--- config.mk ---
export PLATFORM = sky130hd
export DESIGN_NAME = des_key_sched_ctrl_flat
export DESIGN_NICKNAME = d
export VERILOG_FILES = /design/src/rtl/des_pkg.sv /design/src/rtl/des_key_sched_ctrl_if.sv /design/src/rtl/des_cd_rotate.sv /design/src/rtl/pc1.sv /design/src/rtl/pc2.sv /design/src/rtl/des_key_sched_ctrl.sv /design/src/flat_wrapper.sv
export SDC_FILE = /design/constraint.sdc
export NUM_CORES = 1
export LEC_CHECK = 0
export ABC_AREA = 1
export CORE_ASPECT_RATIO = 1.1
export CORE_MARGIN = 4
export CORE_UTILIZATION = 41
export CTS_BUF_LIST = sky130_fd_sc_hd__clkbuf_4
export DETAILED_ROUTE_END_ITERATION = 6
export GPL_ROUTABILITY_DRIVEN = 0
export PLACE_DENSITY = 0.67
export SLEW_MARGIN = 20
export SYNTH_ARGS = -nofsm -noshare
export SYNTH_HDL_FRONTEND = slang
export SYNTH_HIERARCHICAL = 1
export SYNTH_SLANG_ARGS = --single-unit
--- constraint.sdc ---
create_clock -name i_clk -period 2.4 [get_ports i_clk]
set_input_delay 0.24 -clock i_clk [delete_from_list [all_inputs] [get_ports i_clk]]
set_output_delay 0.24 -clock i_clk [all_outputs]
set_load 0.005 [all_outputs]
--- src/rtl/des_pkg.sv ---
// Shared DES key-schedule constants: widths, round count, per-round shift table and
// the sequencer state encoding.
package des_pkg;
   localparam int unsigned ROUNDS = 16;
   localparam int unsigned KEY_W  = 64;
   localparam int unsigned CD_W   = 56;
   localparam int unsigned HALF_W = 28;
   localparam int unsigned SK_W   = 48;
   localparam int unsigned IDX_W  = 5;

   // Bit r set: round r rotates C/D by two places; clear: by one (rounds 1, 2, 9, 16).
   localparam logic [ROUNDS:1] SHIFT_TABLE = 16'h7EFC;

   typedef enum logic [1:0] {
      IDLE = 2'd0,
      RUN  = 2'd1,
      DONE = 2'd2
   } state_e;

   function automatic logic shift_two(input logic [IDX_W-1:0] r);
      return |({SHIFT_TABLE, 1'b0} & ((ROUNDS + 1)'(1) << r));
   endfunction
endpackage

--- src/rtl/des_key_sched_ctrl_if.sv ---
// Key request and subkey stream between the key-schedule sequencer (slave) and the
// round datapath that feeds it keys and consumes subkeys (master).
interface des_key_sched_ctrl_if;
   import des_pkg::*;

   logic [KEY_W-1:0] i_key;
   logic             i_decrypt;
   logic             i_key_valid;
   logic             o_key_ready;
   logic             o_key_err;
   logic [SK_W-1:0]  o_sk;
   logic [IDX_W-1:0] o_sk_idx;
   logic             o_sk_valid;
   logic             i_sk_ready;
   logic             o_sk_last;
   logic             o_done;
   logic             i_abort;

   modport master (
      output i_key, i_decrypt, i_key_valid, i_sk_ready, i_abort,
      input  o_key_ready, o_key_err, o_sk, o_sk_idx, o_sk_valid, o_sk_last, o_done
   );

   modport slave (
      input  i_key, i_decrypt, i_key_valid, i_sk_ready, i_abort,
      output o_key_ready, o_key_err, o_sk, o_sk_idx, o_sk_valid, o_sk_last, o_done
   );
endinterface

--- src/rtl/des_cd_rotate.sv ---
// Rotates the C and D halves independently by one or two places, left (encrypt) or
// right (decrypt). Purely combinational.
module des_cd_rotate
   import des_pkg::*;
(
   input  logic [CD_W-1:0] i_cd,
   input  logic            i_two,
   input  logic            i_right,
   output logic [CD_W-1:0] o_cd
);
   function automatic logic [HALF_W-1:0] rot(input logic [HALF_W-1:0] x,
                                             input logic two, input logic right);
      case ({right, two})
         2'b00:   return {x[HALF_W-2:0], x[HALF_W-1]};
         2'b01:   return {x[HALF_W-3:0], x[HALF_W-1 -: 2]};
         2'b10:   return {x[0], x[HALF_W-1:1]};
         default: return {x[1:0], x[HALF_W-1:2]};
      endcase
   endfunction

   assign o_cd = {rot(i_cd[CD_W-1:HALF_W], i_two, i_right),
                  rot(i_cd[HALF_W-1:0],    i_two, i_right)};
endmodule

--- src/rtl/pc1.sv ---
// Permuted Choice 1: 64-bit key (DES bit 1 at the MSB) to the 56-bit {C0,D0}; parity bits dropped.
module pc1
   import des_pkg::*;
(
   input  logic [KEY_W-1:0] i_key,
   output logic [CD_W-1:0]  o_cd
);
   localparam int unsigned TBL [CD_W] = '{
      57, 49, 41, 33, 25, 17,  9,
       1, 58, 50, 42, 34, 26, 18,
      10,  2, 59, 51, 43, 35, 27,
      19, 11,  3, 60, 52, 44, 36,
      63, 55, 47, 39, 31, 23, 15,
       7, 62, 54, 46, 38, 30, 22,
      14,  6, 61, 53, 45, 37, 29,
      21, 13,  5, 28, 20, 12,  4
   };

   for (genvar i = 0; i < CD_W; i++) begin : g_bit
      assign o_cd[CD_W-1-i] = i_key[KEY_W-TBL[i]];
   end
endmodule

--- src/rtl/pc2.sv ---
// Permuted Choice 2: 56-bit {C,D} to the 48-bit round subkey (subkey bit 1 at the MSB).
module pc2
   import des_pkg::*;
(
   input  logic [CD_W-1:0] i_cd,
   output logic [SK_W-1:0] o_sk
);
   localparam int unsigned TBL [SK_W] = '{
      14, 17, 11, 24,  1,  5,
       3, 28, 15,  6, 21, 10,
      23, 19, 12,  4, 26,  8,
      16,  7, 27, 20, 13,  2,
      41, 52, 31, 37, 47, 55,
      30, 40, 51, 45, 33, 48,
      44, 49, 39, 56, 34, 53,
      46, 42, 50, 36, 29, 32
   };

   for (genvar i = 0; i < SK_W; i++) begin : g_bit
      assign o_sk[SK_W-1-i] = i_cd[CD_W-TBL[i]];
   end
endmodule

--- src/rtl/des_key_sched_ctrl.sv ---
// Iterative DES key-schedule sequencer: takes one key plus mode and streams the 16 round
// subkeys, one per handshake, in K1..K16 (encrypt) or K16..K1 (decrypt) order.
module des_key_sched_ctrl
   import des_pkg::*;
#(
   parameter bit CHK_PARITY = 1'b0
) (
   input  logic                 i_clk,
   input  logic                 i_rst,
   des_key_sched_ctrl_if.slave  bus
);
   state_e            state_q, state_d;
   logic [CD_W-1:0]   cd_q, cd_d;
   logic [IDX_W-1:0]  idx_q, idx_d;
   logic              mode_q, mode_d;
   logic              err_q, err_d;

   logic [CD_W-1:0]   pc1_cd, rot_in, rot_cd;
   logic              rot_two, rot_right;
   logic [SK_W-1:0]   sk;
   logic [7:0]        byte_odd;
   logic              parity_bad, accept, last;

   pc1 u_pc1 (.i_key(bus.i_key), .o_cd(pc1_cd));
   pc2 u_pc2 (.i_cd(cd_q), .o_sk(sk));

   // In IDLE the rotator pre-applies round 1's shift to the fresh PC1 output.
   assign rot_in    = (state_q == IDLE) ? pc1_cd : cd_q;
   assign rot_right = (state_q == RUN) && mode_q;
   assign rot_two   = (state_q == RUN) &&
                      (mode_q ? shift_two(idx_q) : shift_two(idx_q + IDX_W'(1)));

   des_cd_rotate u_rot (.i_cd(rot_in), .i_two(rot_two), .i_right(rot_right), .o_cd(rot_cd));

   for (genvar b = 0; b < 8; b++) begin : g_par
      assign byte_odd[b] = ^bus.i_key[8*b +: 8];
   end
   assign parity_bad = ~&byte_odd;

   assign accept = bus.i_key_valid && (state_q == IDLE);
   assign last   = mode_q ? (idx_q == IDX_W'(1)) : (idx_q == IDX_W'(ROUNDS));

   always_ff @(posedge i_clk or posedge i_rst) begin
      if (i_rst) begin
         state_q <= IDLE;
         cd_q    <= '0;
         idx_q   <= '0;
         mode_q  <= 1'b0;
         err_q   <= 1'b0;
      end else begin
         state_q <= state_d;
         cd_q    <= cd_d;
         idx_q   <= idx_d;
         mode_q  <= mode_d;
         err_q   <= err_d;
      end
   end

   always_comb begin
      state_d = state_q;
      cd_d    = cd_q;
      idx_d   = idx_q;
      mode_d  = mode_q;
      err_d   = 1'b0;
      case (state_q)
         IDLE: begin
            if (accept) begin
               if (CHK_PARITY && parity_bad) begin
                  err_d = 1'b1;
               end else begin
                  state_d = RUN;
                  mode_d  = bus.i_decrypt;
                  // Decrypt starts at C16/D16, which equals C0/D0 after 28 cumulative shifts.
                  cd_d    = bus.i_decrypt ? pc1_cd : rot_cd;
                  idx_d   = bus.i_decrypt ? IDX_W'(ROUNDS) : IDX_W'(1);
               end
            end
         end
         RUN: begin
            if (bus.i_sk_ready) begin
               if (last) begin
                  state_d = DONE;
               end else begin
                  cd_d  = rot_cd;
                  idx_d = mode_q ? (idx_q - IDX_W'(1)) : (idx_q + IDX_W'(1));
               end
            end
         end
         DONE: begin
            state_d = IDLE;
            idx_d   = '0;
         end
         default: state_d = IDLE;
      endcase
      if (bus.i_abort) begin
         state_d = IDLE;
         cd_d    = cd_q;
         idx_d   = '0;
         mode_d  = mode_q;
         err_d   = 1'b0;
      end
   end

   assign bus.o_key_ready = (state_q == IDLE);
   assign bus.o_key_err   = err_q;
   assign bus.o_sk        = sk;
   assign bus.o_sk_idx    = idx_q;
   assign bus.o_sk_valid  = (state_q == RUN);
   assign bus.o_sk_last   = (state_q == RUN) && last;
   assign bus.o_done      = (state_q == DONE);
endmodule
--- src/flat_wrapper.sv ---
// flat-port wrapper written by rule: the top's interface ports become plain ports
module des_key_sched_ctrl_flat import des_pkg::*;
#(
   parameter bit CHK_PARITY = 1'b0
)
  (i_clk, i_rst, bus_i_key, bus_i_decrypt, bus_i_key_valid, bus_i_sk_ready, bus_i_abort, bus_o_key_ready, bus_o_key_err, bus_o_sk, bus_o_sk_idx, bus_o_sk_valid, bus_o_sk_last, bus_o_done);
  des_key_sched_ctrl_if bus_i ();
  input  logic i_clk;
  input  logic i_rst;
  input wire logic [$bits(bus_i.i_key)-1:0] bus_i_key;
  input wire logic [$bits(bus_i.i_decrypt)-1:0] bus_i_decrypt;
  input wire logic [$bits(bus_i.i_key_valid)-1:0] bus_i_key_valid;
  input wire logic [$bits(bus_i.i_sk_ready)-1:0] bus_i_sk_ready;
  input wire logic [$bits(bus_i.i_abort)-1:0] bus_i_abort;
  output wire logic [$bits(bus_i.o_key_ready)-1:0] bus_o_key_ready;
  output wire logic [$bits(bus_i.o_key_err)-1:0] bus_o_key_err;
  output wire logic [$bits(bus_i.o_sk)-1:0] bus_o_sk;
  output wire logic [$bits(bus_i.o_sk_idx)-1:0] bus_o_sk_idx;
  output wire logic [$bits(bus_i.o_sk_valid)-1:0] bus_o_sk_valid;
  output wire logic [$bits(bus_i.o_sk_last)-1:0] bus_o_sk_last;
  output wire logic [$bits(bus_i.o_done)-1:0] bus_o_done;
  assign bus_i.i_key = bus_i_key;
  assign bus_i.i_decrypt = bus_i_decrypt;
  assign bus_i.i_key_valid = bus_i_key_valid;
  assign bus_i.i_sk_ready = bus_i_sk_ready;
  assign bus_i.i_abort = bus_i_abort;
  assign bus_o_key_ready = bus_i.o_key_ready;
  assign bus_o_key_err = bus_i.o_key_err;
  assign bus_o_sk = bus_i.o_sk;
  assign bus_o_sk_idx = bus_i.o_sk_idx;
  assign bus_o_sk_valid = bus_i.o_sk_valid;
  assign bus_o_sk_last = bus_i.o_sk_last;
  assign bus_o_done = bus_i.o_done;
  des_key_sched_ctrl #(.CHK_PARITY(CHK_PARITY)) u_core (.i_clk(i_clk), .i_rst(i_rst), .bus(bus_i));
endmodule
After elaboration in Yosys (flattened, before gate mapping)
Index checks and enable logic that the tools add are counted.

Bits in registers: 64.

$add $sub $neg: 2. Equality and inequality tests: 13. Shift operators: 2. Multiplexer cells: 22. Bitwise operators: 1. Reductions and logical operators: 14.

Operators with widths (number): $mux 56 (5); $pmux 28 s3 (2); $pmux 56 s2 (1); $shl 1x5->16 const A (2); $mux 5 (6); $reduce_or 12->1 (2); $pmux 5 s3 (1); $mux 2 (4); $ne 3x2->1 const B (2); $ne 3x3->1 const B (2); $reduce_and 3->1 (2); $add 5x1->5 const B (1); $eq 5x1->1 const B (1); $eq 5x5->1 const B (1); $reduce_and 5->1 (1); $sub 5x1->5 const B (1); $eq 2x1->1 const B (2); $eq 2x2->1 const B (2); $logic_and 1x1->1 (4); $logic_not 2->1 (2); $ne 2x2->1 const B (2); $pmux 2 s2 (1); $reduce_and 4->1 (1); $reduce_bool 4->1 (1); other kinds (4) (5).

Depth between registers and ports, before layout
Word-level depth: 10. Gate-level depth with buffers: 17. Gate-level depth less buffers: 14.

Hierarchy
Netlist, hierarchy kept.

By module, submodules not included: des_key_sched_ctrl (times used 1, cells an instance 624, area an instance 4576.9 um^2); des_cd_rotate (times used 1, cells an instance 327, area an instance 1741.7 um^2); pc1 (times used 1, cells an instance 56, area an instance 420.4 um^2); pc2 (times used 1, cells an instance 48, area an instance 360.3 um^2).

Worst setup path before layout
No wires, ideal clock.

Path kind: reg-to-reg. From: reg u_core.idx_q[0], in the netlist u_core/bus.o_sk_idx[0]. To: reg u_core.cd_q[53]. Library setup time: 0.123 ns. Arrival time: 2.192 ns. Slack: 0.085 ns. Stages on the path, launching flop included: 15. Path buffers: 3. Cell sequence: dfrtp_1 -> inv_1 -> ha_1 -> ha_1 -> nor2_1 -> o211ai_1 -> o21ai_0 -> a21oi_1 -> buf_4 -> buf_6 -> buf_2 -> nand3_1 -> nand4_1 -> a21oi_1 -> o21ai_2.

Word-level cells in the longest chain between the ends: 10. Elaborated cells on any way between the ends: 21. Those cells by class: add/sub (1); eq/ne (5); shift (2); mux (8); reduce/logical (5).

RTL lines: start: declaration (line des_key_sched_ctrl.sv:14) `logic [IDX_W-1:0] idx_q, idx_d;`; start signal: assignment (line des_key_sched_ctrl.sv:53) `idx_q <= idx_d;`; $add 5x1->5 (line des_key_sched_ctrl.sv:31) `(mode_q ? shift_two(idx_q) : shift_two(idx_q + IDX_W'(1)));`; $shl 1x5->16 (line des_pkg.sv:21) `return |({SHIFT_TABLE, 1'b0} & ((ROUNDS + 1)'(1) << r));`; $reduce_or 12->1 (line des_pkg.sv:21); $mux 1 * (line des_key_sched_ctrl.sv:31); $logic_and 1x1->1 * (line des_key_sched_ctrl.sv:30) `assign rot_two = (state_q == RUN) &&`; net u_core.rot_two (line des_key_sched_ctrl.sv:19) `logic rot_two, rot_right;`; $eq 2x2->1, or another cell as far along (line des_cd_rotate.sv:13) `case ({right, two})`; $pmux 28 s3 * (line des_cd_rotate.sv:13); net u_core.rot_cd[53] (line des_key_sched_ctrl.sv:18) `logic [CD_W-1:0] pc1_cd, rot_in, rot_cd;`; $mux 56 (on tied branches) (line des_key_sched_ctrl.sv:81, des_key_sched_ctrl.sv:74); $mux 56 (on tied branches) (line des_key_sched_ctrl.sv:80, des_key_sched_ctrl.sv:67); $pmux 56 s2 * (line des_key_sched_ctrl.sv:65) `case (state_q)`; end signal: assignment (line des_key_sched_ctrl.sv:46) `cd_q <= '0;`; end signal: assignment (line des_key_sched_ctrl.sv:52) `cd_q <= cd_d;`; end: declaration (line des_key_sched_ctrl.sv:13) `logic [CD_W-1:0] cd_q, cd_d;`.

Mark *: on every way through the listed nets, which the timed path passes. The rest lies on a longest branch. The select of a mux whose other input is x is not followed. A chain may end at the register's enable or synchronous reset.

Final worst setup path
From: reg u_core.idx_q[0], in the netlist u_core/bus.o_sk_idx[0]. To: reg u_core.cd_q[40].

Same word-level chain as after synthesis.

==> results.toml <==
[run]
cap_violations = 0

[worst_setup_path]
rr_startpoint = "u_core/bus.o_sk_idx[0]"
crit_arrival_ns = 2.74
worst-path-max-fanout = 8
start_kind = "flip-flop"
worst-setup-path-type = "flip-flop to flip-flop"
crit_path_start = "u_core/bus.o_sk_idx[0]"
critPathCaptureType = "flip-flop"
required_ns = 2.72

[detailed_routing]
wirelength_mm = 20.06
wire_per_inst_um = 15.27
ant_nets = 0
drtPass1Iterations = 5
num_vias = 7000
drc = 0
viasPerCell = 5.327
drt_iter0_markers = 474

[placed_design]
dp_hpwl_mm = 12.11
dpl.cell_count = 1270
port_buffers = 118
dpl_cell_area_sq_um = 7699
dp_worst_setup_slack_ns = -0.2753

[sta]
tightest_slew_ns = 0.6824
grt_setup_unrepaired = "yes"
hold_viol_final = 0
finalClockSkew_ns = 0.02526
hold_slack_ns = 0.1848
max_freq_mhz = 413.7
fin_crit_sh_pct = 100.7
fin_crit_ns = 2.417
setup_violations = 2
slew_viol_final = 0
timing.setup.tns_ns = -0.02726
relSlewSlack_pct = 54.03
setup_ws_ns = -0.01702

[floorplanning]
rows = 50
die_x_um = 133.5
ios = 128
initial_core_util_pct = 41.72
design.core.area_sq_um = 17020
dieArea_sq_um = 19490
dieHeight_um = 146.0

[logic_synthesis]
synth.distinct_cells = 26
netlist_area_sq_um = 7099
syn-num-nets = 1136
synthTopCellsByArea = "dfrtp_1 (23%), buf_4 (13%), nand3_1 (13%)"
postSynthAreaPerCell_sq_um = 6.729
yosysTopAreaCell = "dfrtp_1"
synthCells = 1055
ys_ff_latch = 64
netlist.area_leader.share_pct = 22.56
seq_area_frac_synth_pct = 22.56
yosys_warnings = 6

[global_route]
grt_pass1_vias = 6186
grt_max_degree = 83
groute.usage.overall_pct = 18.33
overflow = 0
antenna_found_initial = 1
grt_pass1_wl_mm = 30.06

[cells_and_area]
instances_no_fill = 1314
final_util_pct = 50.64
drive_gt1_share_pct = 27.53
layout.nets = 1155
syn_to_final_growth_pct = 21.38
fin_area_sq_um = 8617

[cts]
clock-root-buffer = "clkbuf_4"
cts_hold_buf = 0
ctsHtreeMaxLevel = 3
cts_tree = "done"
clockBufferDepth = 2
clkLatencyLatePin_ns = 0.45
clk_pin_slew_ns = 0.13
numCtsBuffers = 9
clock_sinks = 64

[worst_hold_path]
min_path_type = "input port to asynchronous set/reset pin"

[power]
p_leak_nw = 3.687
power_density_nw_per_um2 = 1121
ir_worst_vdd_uv = 682.5
p_total_mw = 9.662

[run_status]
status = "finished with violations"
violations = "setup timing"
[registers in the layout (all words and copies together), names as in the netlist]
signal and cells:
u_core/cd_q 56, u_core/bus.o_sk_idx 5, u_core/state_q 2, u_core/mode_q 1
[worst paths after layout]
path / end / slack [ns] / cells after the start
min in group i_clk: u_core/mode_q / 0.44 / 3
hold reg to reg: u_core/cd_q[47] / 0.50 / 2
hold / removal: u_core/cd_q[44] / 0.18 / 2
setup / recovery: u_core/cd_q[40] / -0.02 / 15
setup reg to reg: u_core/cd_q[40] / -0.02 / 15
max in group asynchronous: u_core/cd_q[8] / 1.59 / 3
[cells in the final DEF, fill, tap and decap left out, types with 2 or more instances in the layout]
cell	netlist	final
nand4_1	58	58
a21oi_1	59	7
nand2_4	0	4
buf_4	125	41
ha_4	0	3
clkbuf_16	0	6
nand2_1	162	149
buf_8	0	2
nor2_1	65	64
a21oi_2	0	51
nand3_1	180	171
inv_2	3	7
buf_6	11	12
o21ai_1	2	2
dfrtp_1	64	64
clkinv_2	0	4
o21ai_2	55	57
o21ai_0	65	63
nor2_4	2	3
ha_2	0	2
nand3_2	1	10
nand2_2	56	64
buf_12	7	13
inv_1	80	73
ha_1	11	6
clkbuf_4	0	10
clkinv_1	0	3
clkdlybuf4s50_1	0	117
[critical path, stage by stage, from the launching register on]
cell      delay (ns)
dfrtp_1         0.43
inv_2           0.10
ha_4            0.16
ha_2            0.16
nand2_1         0.04
o211ai_1        0.13
o21ai_2         0.11
a21oi_4         0.26
buf_6           0.14
nor2_4          0.04
buf_12          0.14
buf_6           0.14
nand2_2         0.05
nand4_1         0.13
a21oi_2         0.19
o21ai_2         0.06
[timing repair]
action | in CTS | in global routing
endpoints found under the setup margin | 57 | 57
resized for setup | 17 | 113
pin swaps | 9 | 78
setup buffers | 10 | 9
gates cloned | 2 | 9
[logic make-up after synthesis]
family	count (synthesis)	synth area share (%)
fa+ha+maj	11	1.939
flops	64	22.56
xor+xnor	1	0.1234
simple gates	525	35.28
compound gates	183	15.88
buf+inv	270	24.16
other cells	1	0.05282
[cells in the mapped netlist]
master / n
nand3_1: 180
nand2_1: 162
buf_4: 125
inv_1: 80
nor2_1: 65
o21ai_0: 65
dfrtp_1: 64
a21oi_1: 59
nand4_1: 58
nand2_2: 56
o21ai_2: 55
buf_2: 29
clkbuf_1: 14
buf_6: 11
ha_1: 11
buf_12: 7
inv_2: 3
nor2_4: 2
o21ai_1: 2
a211oi_1: 1
buf_1: 1
conb_1: 1
nand3_2: 1
o211ai_1: 1
or2_2: 1
xor2_1: 1
[power breakdown]
part	total, mW	switching, mW	leakage, nW	internal (mW)
clock	0.671	0.462	0.0624	0.210
sequential	1.95	0.416	0.819	1.53
combinational	7.04	3.98	2.81	3.06
[layer usage]
metal	vias to the layer above	track usage (%)	part of all wire [%]
li1	3459	-	-
met1	3279	22.13	41
met2	226	33.10	51
met3	36	2.412	5.0
met4	0	6.790	2.7
met5	-	0	0
[cell type report]
cell class	instances	area, sq um
Fill cell	1720	8399
Multi-Input combinational cell	722	4160
Timing Repair Buffer	194	2127
Sequential cell	64	1602
Inverter	83	331.6
Tap cell	234	292.8
Clock buffer	10	75.07
Clock inverter	6	26.28
Antenna cell	1	2.502
No activity file was read; power rests on OpenSTA's default activity.
==> edit: new RTL, same flow settings <==
`CHK_PARITY` is set to 1'b0 in 2 places; all go to 1'b1.
--- a/src/rtl/des_key_sched_ctrl.sv
+++ b/src/rtl/des_key_sched_ctrl.sv
@@ -5,3 +5,3 @@
 #(
-   parameter bit CHK_PARITY = 1'b0
+   parameter bit CHK_PARITY = 1'b1
 ) (
--- a/src/flat_wrapper.sv
+++ b/src/flat_wrapper.sv
@@ -3,3 +3,3 @@
 #(
-   parameter bit CHK_PARITY = 1'b0
+   parameter bit CHK_PARITY = 1'b1
 )
Check against the original RTL: not equivalent (Yosys sat finds a counterexample within 4 cycles, from zero or initial values and one cycle with i_rst high).
==> edit against the unedited design <==
- the flow finishes with violations (DRC, setup timing)
- fmax decreased by 7.3%
- total power decreased by 1.3%
- critical path depth decreased by 1
- sequential cell count increased by 1
- area after synthesis increased by 17%
- clock skew increased by 0.00083 ns
- sequential share of layout area decreased by 3.2 points
- utilization increased by 2.8 points
- final area increased by 23%
- worst setup slack got worse by 0.19 ns
- hold slack got worse by 0.023 ns
- routed wire length increased by 49%
- count of clock-buffer cells in the layout unchanged
- clock power increased by 31%
- critical path type unchanged
- critical endpoint is now u_core/cd_q[51]
- largest cell class unchanged
- largest power group unchanged
==> edit: results (changes against the unedited design) <==
- Status: finished, violations left
- Failing checks: DRC, setup timing
- Tightest Pin Transition: 0.791 ns (+0.109 ns)
- DP Worst Slack: -0.172 ns (+0.103 ns)
- Switch share: 0.500 (-0.00228)
- Crit Path Max Fanout: 13 (+5)
- Hold_buf cts: 0 (unchanged)
- Synth top area cells: nand2_1, dfrtp_1, nand3_1
- Post-synthesis sequential area ratio: 0.196 (-0.0295)
- Setup tns final: -6.64 ns (-6.61 ns)
- Lkg Pwr: 5.39 nW (+46%)
- Reg2reg setup slack: -0.21 ns (-0.19 ns)
- Ratio of cells with drive above 1 in the final layout: 0.166 (-0.109)
- Clk_lat worst skew: 0.48 ns (+0.03 ns)
- Cell at the slowest stage of the critical path: dfrtp_2
- Number of flip-flops in the largest register: 56 (unchanged)
- Critical Path Start: u_core/bus.o_sk_idx[0]
- Synth Warn #: 6 (unchanged)
- Number of cells on the worst reg-to-reg path: 14 (-1)
- IO Port Bufs: 127 (+7.6%)
- Cell variety after synth: 31 (+19%)
- Setup-failing EPs final: 55 (+53)
- Via count: 9788 (+40%)
- Pre-antenna DRT Iters: 7 (+2)
- Top Family by Delay on Critical Path: buffers and inverters
- Nets: 1579 (+37%)
- VDD IR-drop max: 0.000475 V (-30%)
- Vias in the first global route: 8370 (+35%)
- Setup WS post-layout: -0.206 ns (-0.189 ns)
- Final Skew: 0.0261 ns (+0.000828 ns)
- Total GRT Usage: 0.244 (+0.0608)
- Asr flop ratio synth: 1.00 (unchanged)
- RR Startpoint: u_core/bus.o_sk_idx[0]
- Net Count, Synth: 1504 (+32%)
- Multiplexer share of the synthesized area: 0.0339 (+0.0339)
- RR Endpoint: u_core/cd_q[51]
- Most common library cells after synthesis: nand2_1, nand3_1, buf_4, inv_1, o21ai_0
- DRC viols: 9 (+9)
- Routed WL: 29800 um (+49%)
- Initial antenna violation count: 1 (unchanged)
- Pin count of the biggest net entering global routing: 66 (-20%)
- Worst hold path type: in -> async
- Top FF cell, synth: dfrtp_1
- Post-DP HPWL: 19200 um (+59%)
- First DRT Iteration DRCs: 1277 (+170%)
- CTS Buffer Depth: 2 (unchanged)
- Clk slew on worst S/H paths: 0.13 ns (about the same)
- Critical Path End: u_core/cd_q[51]
- Post-synthesis compound-gate area fraction: 0.0508 (-0.108)
- Post-Synth XOR/XNOR Area: 0.0127 (+0.0114)
- Max incr delay on CP: 0.46 ns (+0.03 ns)
- Post-Synth Adder-Cell Area: 0.0166 (-0.00279)
- Number of buffers created by CTS: 9 (unchanged)
- Worst path arrival time: 2.98 ns (+0.24 ns)
- First-pass GRT wire length: 44100 um (+47%)
edit: cell types whose count changed in the layout (fill, tap and decap cells not counted), moves of 11 or more:
cell	delta
a21oi_2	-50
buf_4	+32
inv_1	+27
mux2_2	+14
mux2_4	+11
nand2_1	+421
nand2_2	-43
nand3_1	+41
nor2_1	-43
o21ai_0	-20
o21ai_1	+19
o21ai_2	-52
edit: timing repair:
item,in CTS,in global routing
gates cloned,10,11
gates resized for setup,38,93
buffers inserted,20,8
hold endpoints to repair,0,0
pin swaps,18,64
endpoints found under the setup margin,58,58
edit: cell type report:
| class | instances | area [sq um] |
|---|---|---|
| antenna | 1 | 2.50 |
| clock buffer | 10 | 75.1 |
| clock inverter | 5 | 72.6 |
| fill | 1949 | 9250 |
| inverter | 115 | 444 |
| multi-input combinational | 1057 | 5290 |
| sequential | 65 | 1630 |
| tap | 252 | 315 |
| timing repair buffer | 250 | 2790 |
edit: stage by stage:
step	hold slack, ns	total power [mW]	utilization	instances	instance area, sq um
4_1_cts	0.155	9.07	0.506	1736	10100
5_1_grt	0.193	10.3	0.534	1755	10600
2_1_floorplan	0.369	5.99	-	1423	8300
6_report	0.162	9.54	0.534	1755	10600
3_3_place_gp	0.455	7.92	0.472	1691	9380
3_5_place_dp	0.464	7.99	0.472	1691	9380
edit: kinds of logic (layout without fill, tap and decap cells):
| family | Yosys count | in the layout |
|---|---|---|
| XOR/XNOR | 12 | 12 |
| adder cells (fa/ha/maj) | 11 | 11 |
| flip-flops | 65 | 65 |
| AND/OR/NAND/NOR | 926 | 927 |
| AO/OA/AOI/OAI | 80 | 82 |
| buffers and inverters | 304 | 380 |
| multiplexers | 25 | 25 |
| other | 0 | 1 |
edit: power by group through the flow:
stage,sequential (mW),clock (mW),combinational (mW)
2_1_floorplan,1.80,0,4.19
3_3_place_gp,1.96,0,5.95
3_5_place_dp,1.96,0,6.03
4_1_cts,1.95,0.897,6.23
5_1_grt,2.01,0.943,7.31
6_report,1.95,0.879,6.71
edit: how the worst min path moves through the flow:
stage	depth (start not counted)	end	slack, ns
finish	3	u_core/cd_q[27]	0.16
global route	3	u_core/cd_q[27]	0.19
CTS	3	u_core/state_q[1]	0.15
detailed placement	2	u_core/cd_q[2]	0.46
global placement	2	u_core/cd_q[2]	0.45
floorplan	2	u_core/bus.o_key_err	0.37
edit: worst min-delay path, stage by stage:
cell,delay [ns]
clkdlybuf4s50_1,0.41
inv_2,0.07
buf_12,0.32
edit: per-layer routing:
metal  wire length, um  up-vias  part of all wire  track usage
met2             13400      524              0.45        0.377
met1             12100     4504              0.40        0.322
met4              1590        0             0.053        0.116
li1                  -     4651                 -            -
met5                 0        -                 0            0
met3              2820      109             0.094       0.0568
